### config.mk
export PLATFORM = sky130hd
export DESIGN_NAME = pifo_pop_collector
export DESIGN_NICKNAME = d
export VERILOG_FILES = /design/src/rtl/pifo_pkg.sv /design/src/rtl/pifo_pop_oq.sv /design/src/rtl/pifo_pop_collector.sv
export SDC_FILE = /design/constraint.sdc
export NUM_CORES = 1
export LEC_CHECK = 0
export BUFFER_PORTS_ARGS = -buffer_cell sky130_fd_sc_hd__buf_2
export CAP_MARGIN = 20
export CORE_UTILIZATION = 55
export CTS_CLUSTER_SIZE = 30
export DETAILED_ROUTE_END_ITERATION = 8
export GPL_TIMING_DRIVEN = 0
export PLACE_DENSITY = 0.79
export SYNTH_ARGS = -nofsm -noshare
export SYNTH_HDL_FRONTEND = slang
export SYNTH_SLANG_ARGS = --single-unit
### constraint.sdc
create_clock -name i_clk -period 5.9 [get_ports i_clk]
set_input_delay 0.59 -clock i_clk [delete_from_list [all_inputs] [get_ports i_clk]]
set_output_delay 0.59 -clock i_clk [all_outputs]
set_load 0.01 [all_outputs]
### src/rtl/pifo_pkg.sv
// Shared types and default widths for the PIFO pop-side collector and its output queue.
package pifo_pkg;

    localparam int PTW    = 8;
    localparam int LEVEL  = 4;
    localparam int TREE_W = $clog2(LEVEL);

    typedef struct packed {
        logic              vld;
        logic [TREE_W-1:0] tree;
    } pop_tag_t;

    typedef struct packed {
        logic [TREE_W-1:0] tree;
        logic [PTW-1:0]    data;
    } deq_ent_t;

    function automatic logic [LEVEL-1:0] tree_onehot(input logic [TREE_W-1:0] tree);
        return LEVEL'(1) << tree;
    endfunction

endpackage

### src/rtl/pifo_pop_oq.sv
// Output queue of returned PIFO elements: synchronous FIFO of deq_ent_t with occupancy count.
module pifo_pop_oq
    import pifo_pkg::*;
#(
    parameter int DEPTH = 4
) (
    input  logic                     i_clk,
    input  logic                     i_rst,
    input  logic                     i_wr_en,
    input  deq_ent_t                 i_wr_ent,
    input  logic                     i_rd_en,
    output deq_ent_t                 o_rd_ent,
    output logic                     o_empty,
    output logic [$clog2(DEPTH):0]   o_count
);

    localparam int AW = $clog2(DEPTH);

    deq_ent_t        mem [DEPTH];
    logic [AW-1:0]   wr_ptr;
    logic [AW-1:0]   rd_ptr;
    logic            do_wr;
    logic            do_rd;

    assign o_empty = (o_count == '0);
    assign do_rd   = i_rd_en && !o_empty;
    // A write into a full queue is accepted only when the head leaves in the same cycle.
    assign do_wr   = i_wr_en && ((o_count != (AW+1)'(DEPTH)) || do_rd);

    // NOTE: sequential state uses non-blocking assignments so every register samples pre-edge values.
    always_ff @(posedge i_clk) begin
        if (i_rst) begin
            wr_ptr  <= '0;
            rd_ptr  <= '0;
            o_count <= '0;
        end else begin
            if (do_wr) wr_ptr <= wr_ptr + 1'b1;
            if (do_rd) rd_ptr <= rd_ptr + 1'b1;
            case ({do_wr, do_rd})
                2'b10:   o_count <= o_count + 1'b1;
                2'b01:   o_count <= o_count - 1'b1;
                default: ;
            endcase
        end
    end

    // NOTE: the storage array is not reset; validity comes from the pointers and count, so it maps to plain RAM.
    always_ff @(posedge i_clk) begin
        if (do_wr) mem[wr_ptr] <= i_wr_ent;
    end

    assign o_rd_ent = o_empty ? '0 : mem[rd_ptr];

endmodule

### src/rtl/pifo_pop_collector.sv
// Pop-side collector for the PIFO: credit-gated pop issue, fixed-latency capture, tagged output stream.
// Optional PIFO_POP_STATS_EN adds wrapping counters o_stat_pops / o_stat_errs.
module pifo_pop_collector
    import pifo_pkg::*;
#(
    parameter int POP_LAT  = 1,
    parameter int CNT_W    = 8,
    parameter int OQ_DEPTH = 4
) (
    input  logic                     i_clk,
    input  logic                     i_rst,
    input  logic [LEVEL-1:0]         i_push_mon,
    input  logic                     i_req_valid,
    input  logic [TREE_W-1:0]        i_req_tree,
    output logic                     o_req_ready,
    output logic                     o_req_err,
    output logic [LEVEL-1:0]         o_pop,
    output logic [LEVEL*TREE_W-1:0]  o_tree_id,
    input  logic [LEVEL*PTW-1:0]     i_pop_data,
    output logic                     o_deq_valid,
    output logic [PTW-1:0]           o_deq_data,
    output logic [TREE_W-1:0]        o_deq_tree,
    input  logic                     i_deq_ready,
    output logic [LEVEL*CNT_W-1:0]   o_occ
`ifdef PIFO_POP_STATS_EN
    ,
    output logic [31:0]              o_stat_pops,
    output logic [31:0]              o_stat_errs
`endif
);

    localparam int OQ_CW = $clog2(OQ_DEPTH) + 1;
    localparam int CR_W  = $clog2(POP_LAT + OQ_DEPTH + 2);

    logic                 rst_q;
    logic [CNT_W-1:0]     occ [LEVEL];
    pop_tag_t             issue_q;
    pop_tag_t             pipe [POP_LAT];
    pop_tag_t             tail;
    logic [CR_W-1:0]      inflight;
    logic [OQ_CW-1:0]     oq_count;
    logic                 oq_empty;
    logic                 req_acc;
    logic                 req_empty;
    logic                 pop_hit;
    logic [LEVEL-1:0]     pop_dec;
    deq_ent_t             cap_ent;
    deq_ent_t             head_ent;

    // Credit: every issued pop owns an OQ slot from issue until it is dequeued.
    always_comb begin
        inflight = CR_W'(issue_q.vld);
        for (int i = 0; i < POP_LAT; i++) begin
            inflight = inflight + CR_W'(pipe[i].vld);
        end
    end

    assign o_req_ready = !rst_q && ((inflight + CR_W'(oq_count)) < CR_W'(OQ_DEPTH));
    assign req_acc     = i_req_valid && o_req_ready;
    assign req_empty   = (occ[i_req_tree] == '0);
    assign pop_hit     = req_acc && !req_empty;
    assign pop_dec     = pop_hit ? tree_onehot(i_req_tree) : '0;

    always_ff @(posedge i_clk) begin
        rst_q <= i_rst;
        if (i_rst) begin
            o_pop     <= '0;
            o_req_err <= 1'b0;
            issue_q   <= '0;
            for (int i = 0; i < POP_LAT; i++) begin
                pipe[i] <= '0;
            end
            for (int t = 0; t < LEVEL; t++) begin
                occ[t] <= '0;
            end
        end else begin
            o_pop        <= pop_dec;
            o_req_err    <= req_acc && req_empty;
            issue_q.vld  <= pop_hit;
            issue_q.tree <= i_req_tree;
            // Tag leaves issue_q as the PIFO samples o_pop; tail reaches capture as pop data turns valid.
            pipe[0] <= issue_q;
            for (int i = 1; i < POP_LAT; i++) begin
                pipe[i] <= pipe[i-1];
            end
            for (int t = 0; t < LEVEL; t++) begin
                if (i_push_mon[t] && !pop_dec[t]) begin
                    if (occ[t] != '1) occ[t] <= occ[t] + 1'b1;
                end else if (pop_dec[t] && !i_push_mon[t]) begin
                    occ[t] <= occ[t] - 1'b1;
                end
            end
        end
    end

    assign tail = pipe[POP_LAT-1];

    always_comb begin
        cap_ent.tree = tail.tree;
        cap_ent.data = i_pop_data[tail.tree*PTW +: PTW];
    end

    pifo_pop_oq #(
        .DEPTH (OQ_DEPTH)
    ) u_oq (
        .i_clk    (i_clk),
        .i_rst    (i_rst),
        .i_wr_en  (tail.vld),
        .i_wr_ent (cap_ent),
        .i_rd_en  (i_deq_ready),
        .o_rd_ent (head_ent),
        .o_empty  (oq_empty),
        .o_count  (oq_count)
    );

    assign o_deq_valid = !oq_empty;
    assign o_deq_data  = head_ent.data;
    assign o_deq_tree  = head_ent.tree;

    for (genvar t = 0; t < LEVEL; t++) begin : g_tree_id
        assign o_tree_id[t*TREE_W +: TREE_W] = TREE_W'(t);
    end

    // NOTE: combinational blocks assign a default first so no path can leave a bit unassigned and infer a latch.
    always_comb begin
        o_occ = '0;
        for (int t = 0; t < LEVEL; t++) begin
            o_occ[t*CNT_W +: CNT_W] = occ[t];
        end
    end

`ifdef PIFO_POP_STATS_EN
    always_ff @(posedge i_clk) begin
        if (i_rst) begin
            o_stat_pops <= '0;
            o_stat_errs <= '0;
        end else begin
            if (pop_hit)               o_stat_pops <= o_stat_pops + 32'd1;
            if (req_acc && req_empty)  o_stat_errs <= o_stat_errs + 32'd1;
        end
    end
`endif

endmodule

==> flow_summary.rst <==
.. list-table::
   :header-rows: 1

   * - Metric
     - Value
   * - Result of the run
     - complete, no violations
   * - IR Drop Worst-Case VDD
     - 0.119 mV
   * - Yosys cell types
     - 55
   * - H-tree level count
     - 3
   * - Number of buffers inserted to repair setup after CTS
     - 0
   * - Most used flip-flop cell after synthesis
     - edfxtp_1
   * - Wire length of the first global-routing pass
     - 17200 um
   * - Crit Reg-Reg Startpoint
     - u_oq.o_count[0]
   * - CTS clock-pin slew for the worst setup and hold paths
     - 100 ps
   * - Boundary pin count
     - 99
   * - Setup crit end kind
     - register
   * - Cell chain of the critical path
     - ha_1, a21o_1, a2111oi_4, o21bai_1, nor4_2, ha_1, a21o_1, a211oi_1, nor2_1, o41ai_1, xnor2_1, mux2_2
   * - Initial core utilization
     - 56.8%
   * - Worst hold-check slack
     - 347 ps
   * - Worst Setup Slack post-DPL
     - 1490 ps
   * - Max stage delay on crit path
     - 700 ps
   * - Area added between synthesis and finish
     - 15.7%
   * - Post-Route WL
     - 10700 um
   * - Number of max-slew violations in the final report
     - 0
   * - Std-Cell Rows
     - 35
   * - Final-layout fill cell count
     - 734
   * - Post-synthesis cell count
     - 462
   * - Sequential cell area fraction in the yosys report
     - 48.9%
   * - First drt pass iteration count
     - 5
   * - Achievable clock frequency
     - 0.224 GHz
   * - Via count
     - 3941
   * - Max cap viols
     - 0
   * - Clock tree root driver cell
     - clkbuf_8
   * - Count of flip-flops with a built-in enable after synthesis
     - 72
   * - Final GP Congestion
     - 0.878
   * - Global routing usage summed across all routing layers
     - 22.3%
   * - Endpoints failing setup
     - 0
   * - Average instance area after synthesis
     - 11.4 um^2
   * - Shortest period the worst path allows
     - 4470 ps
   * - Layout net count
     - 639
   * - Crit path max-delay cell type
     - nor4_2
   * - Number of clock sinks seen by CTS
     - 93
   * - HPWL reported at the end of detailed placement
     - 8160 um
   * - Hold-critical path depth
     - 1
   * - Setup CP Type
     - register to register
   * - Transition time at the pin with the least slew margin
     - 904 ps
   * - Final worst clock skew
     - 11.9 ps
   * - Fraction of layout cells with a size suffix above 1
     - 26.0%
   * - Maximum buffer depth of the clock tree
     - 2
   * - Area enclosed by the die boundary
     - 9990 um^2
   * - Length in cells of the worst reg-to-reg path
     - 12
   * - Setup crit start kind
     - register
   * - Setup repair after global routing missed its margin
     - no
   * - End point of the most critical hold path
     - rst_q
   * - Routed wire per std cell
     - 15.2 um
   * - Congestion Overflow GR
     - 0
   * - FF-to-FF End
     - occ[1][7]
   * - Origin of the worst min-delay path
     - i_rst
   * - Total Neg Setup Slack
     - 0 ps
   * - Number of warnings issued by yosys
     - 0
   * - Final hold viol count
     - 0
   * - Pin count of the biggest net entering global routing
     - 20
   * - Die Y-Extent
     - 99.9 um
   * - Finished Cell Area
     - 6100 um^2
   * - Port Buf Inserts
     - 89
   * - DRC violation total after the first TritonRoute iteration
     - 197
   * - Detail Route Antenna Nets
     - 0
   * - Largest fanout of any net on the critical path
     - 9
   * - Number of antenna violations at the first check in global routing
     - 0
   * - Type of the most critical hold path
     - input port to register
   * - Multi-input gate area
     - 2450 um^2
   * - Ys async rst share
     - 0%
   * - Total power consumption of the routed design
     - 1.39 mW
   * - Count of inserted antenna diode cells
     - 0
   * - WP data required
     - 6030 ps
   * - Pwr per Cell Area
     - 228 nW/um^2
   * - Leakage component of the power
     - 2.42 nW
   * - Remaining design rule violation count
     - 0
   * - Netlist area before placement
     - 5280 um^2
   * - Vias in the first global route
     - 3815
   * - CTS tree
     - done
   * - Number of resized instances in the post-cts repair step
     - 0
   * - Core footprint
     - 9280 um^2
   * - Post-Place Cell Area
     - 5910 um^2
   * - Total of flip-flops plus latches after synthesis
     - 93
   * - Later-pin clock latency in the skew report
     - 370 ps
   * - X dimension of the die
     - 99.9 um
   * - Flop-to-flop setup slack
     - 1430 ps
   * - Per-cell via count in the routed design
     - 5.61
   * - Clock buffer count from CTS
     - 9
   * - Storage element area
     - 2580 um^2
   * - Number of buffers inserted for hold repair after clock tree synthesis
     - 0
   * - Worst slew margin
     - 39.2%
   * - Crit path DAT
     - 4590 ps
   * - Final Worst Setup Slack
     - 1430 ps
   * - Final period utilization
     - 75.7%
## sequential cells by signal, indices dropped and copies added (netlist names), named ones only
register,count
pipe,3
issue_q,3
u_oq.mem,40
o_pop,4
o_req_err,1
u_oq.rd_ptr,2
u_oq.o_count,3
rst_q,1
u_oq.wr_ptr,2
occ,32
## where the power goes
group          leakage, nW  switching, mW  internal [mW]
logic                 1.44          0.114         0.0889
registers            0.875         0.0307          0.738
clock network       0.0974          0.255          0.167
## per-stage QoR
stage,util (%),std cells
floorplan,-,468
global route,65.7,702
global placement,63.6,686
finish,65.7,702
detailed placement,63.6,686
CTS,65.7,702
## layout make-up
class,instances,share of cell area [%]
flip-flops and latches,93,42.3
multi-input cells,317,40.2
repair buffers,89,7.30
well taps,129,2.65
plain buffers,24,2.26
inverters,34,2.09
clock buffers,9,2.03
clock inverters,7,1.19
## per-layer routing
layer | up-vias | GRT usage, % | part of all wire [%]
li1 | 1904 | - | -
met1 | 1875 | 25.9 | 41
met2 | 138 | 40.4 | 51
met3 | 24 | 3.69 | 5.7
met4 | 0 | 10.2 | 2.1
met5 | - | 0 | 0
## worst max-delay path by stage
stage | from | to | slack, ps | depth (start not counted)
final | u_oq.o_count[0] | occ[1][7] | 1430 | 12
after global routing | u_oq.o_count[0] | occ[1][7] | 1150 | 12
after detailed placement | u_oq.o_count[0] | occ[1][7] | 1490 | 12
after floorplan | u_oq.o_count[0] | occ[1][7] | 2170 | 12
after global placement | u_oq.o_count[0] | occ[1][7] | 1670 | 12
after CTS | u_oq.o_count[0] | occ[1][7] | 1450 | 12
## worst max-delay path, delay by kind of cell (launching register included)
kind | cells | cell delay (ps)
and+or+nand+nor | 2 | 820
muxes | 1 | 350
AOI/OAI and AO/OA | 6 | 1770
xor gates and xnor gates | 1 | 180
DFF | 1 | 440
adders and majority gates | 2 | 660
## layout by cell type (no fill, tap or decap), types with 5 or more instances in the layout
master    synthesis  layout
or3_1             9       9
o22ai_1           9       9
nand2_1          11      11
nor3_1           22      22
buf_4             8       8
mux4_2           18      18
nand4_1           7       7
dfxtp_1          21      21
ha_1             25      25
o21ai_0          10      10
nor2_1           60      60
conb_1            2       8
xor2_1           10      10
and2_1           14      14
nor3b_1           8       8
edfxtp_1         72      72
xnor2_1           5       5
nor2b_1          13      13
nand3_1           9       9
a21oi_1           9       9
nor4_1            7       7
buf_2             2      91
clkbuf_8          0       9
clkbuf_1         10      10
and3_1            5       5
inv_1            34      34
## cells in the mapped netlist, types with 5 or more instances
library cell | count | area share (%)
nor2b_1 | 13 | 1.5
xnor2_1 | 5 | 0.83
xor2_1 | 10 | 1.7
and2_1 | 14 | 1.7
and3_1 | 5 | 0.59
nand4_1 | 7 | 0.83
ha_1 | 25 | 5.9
nand2_1 | 11 | 0.78
o22ai_1 | 9 | 1.1
nand3_1 | 9 | 0.85
nor3b_1 | 8 | 1.1
buf_4 | 8 | 1.1
dfxtp_1 | 21 | 8.0
inv_1 | 34 | 2.4
clkbuf_1 | 10 | 0.71
edfxtp_1 | 72 | 41
nor4_1 | 7 | 0.83
o21ai_0 | 10 | 0.95
nor3_1 | 22 | 2.1
mux4_2 | 18 | 7.7
a21oi_1 | 9 | 0.85
or3_1 | 9 | 1.1
nor2_1 | 60 | 4.3
## cells by family after synthesis
group	after synthesis	synth area share, %
other	2	0.142
DFF	93	48.9
buffers and inverters	58	5.03
AOI/OAI and AO/OA	64	8.94
and+or+nand+nor	178	18.3
xor gates and xnor gates	15	2.49
muxes	23	8.70
adders and majority gates	29	7.45
Power figures use the tool's default switching activity.
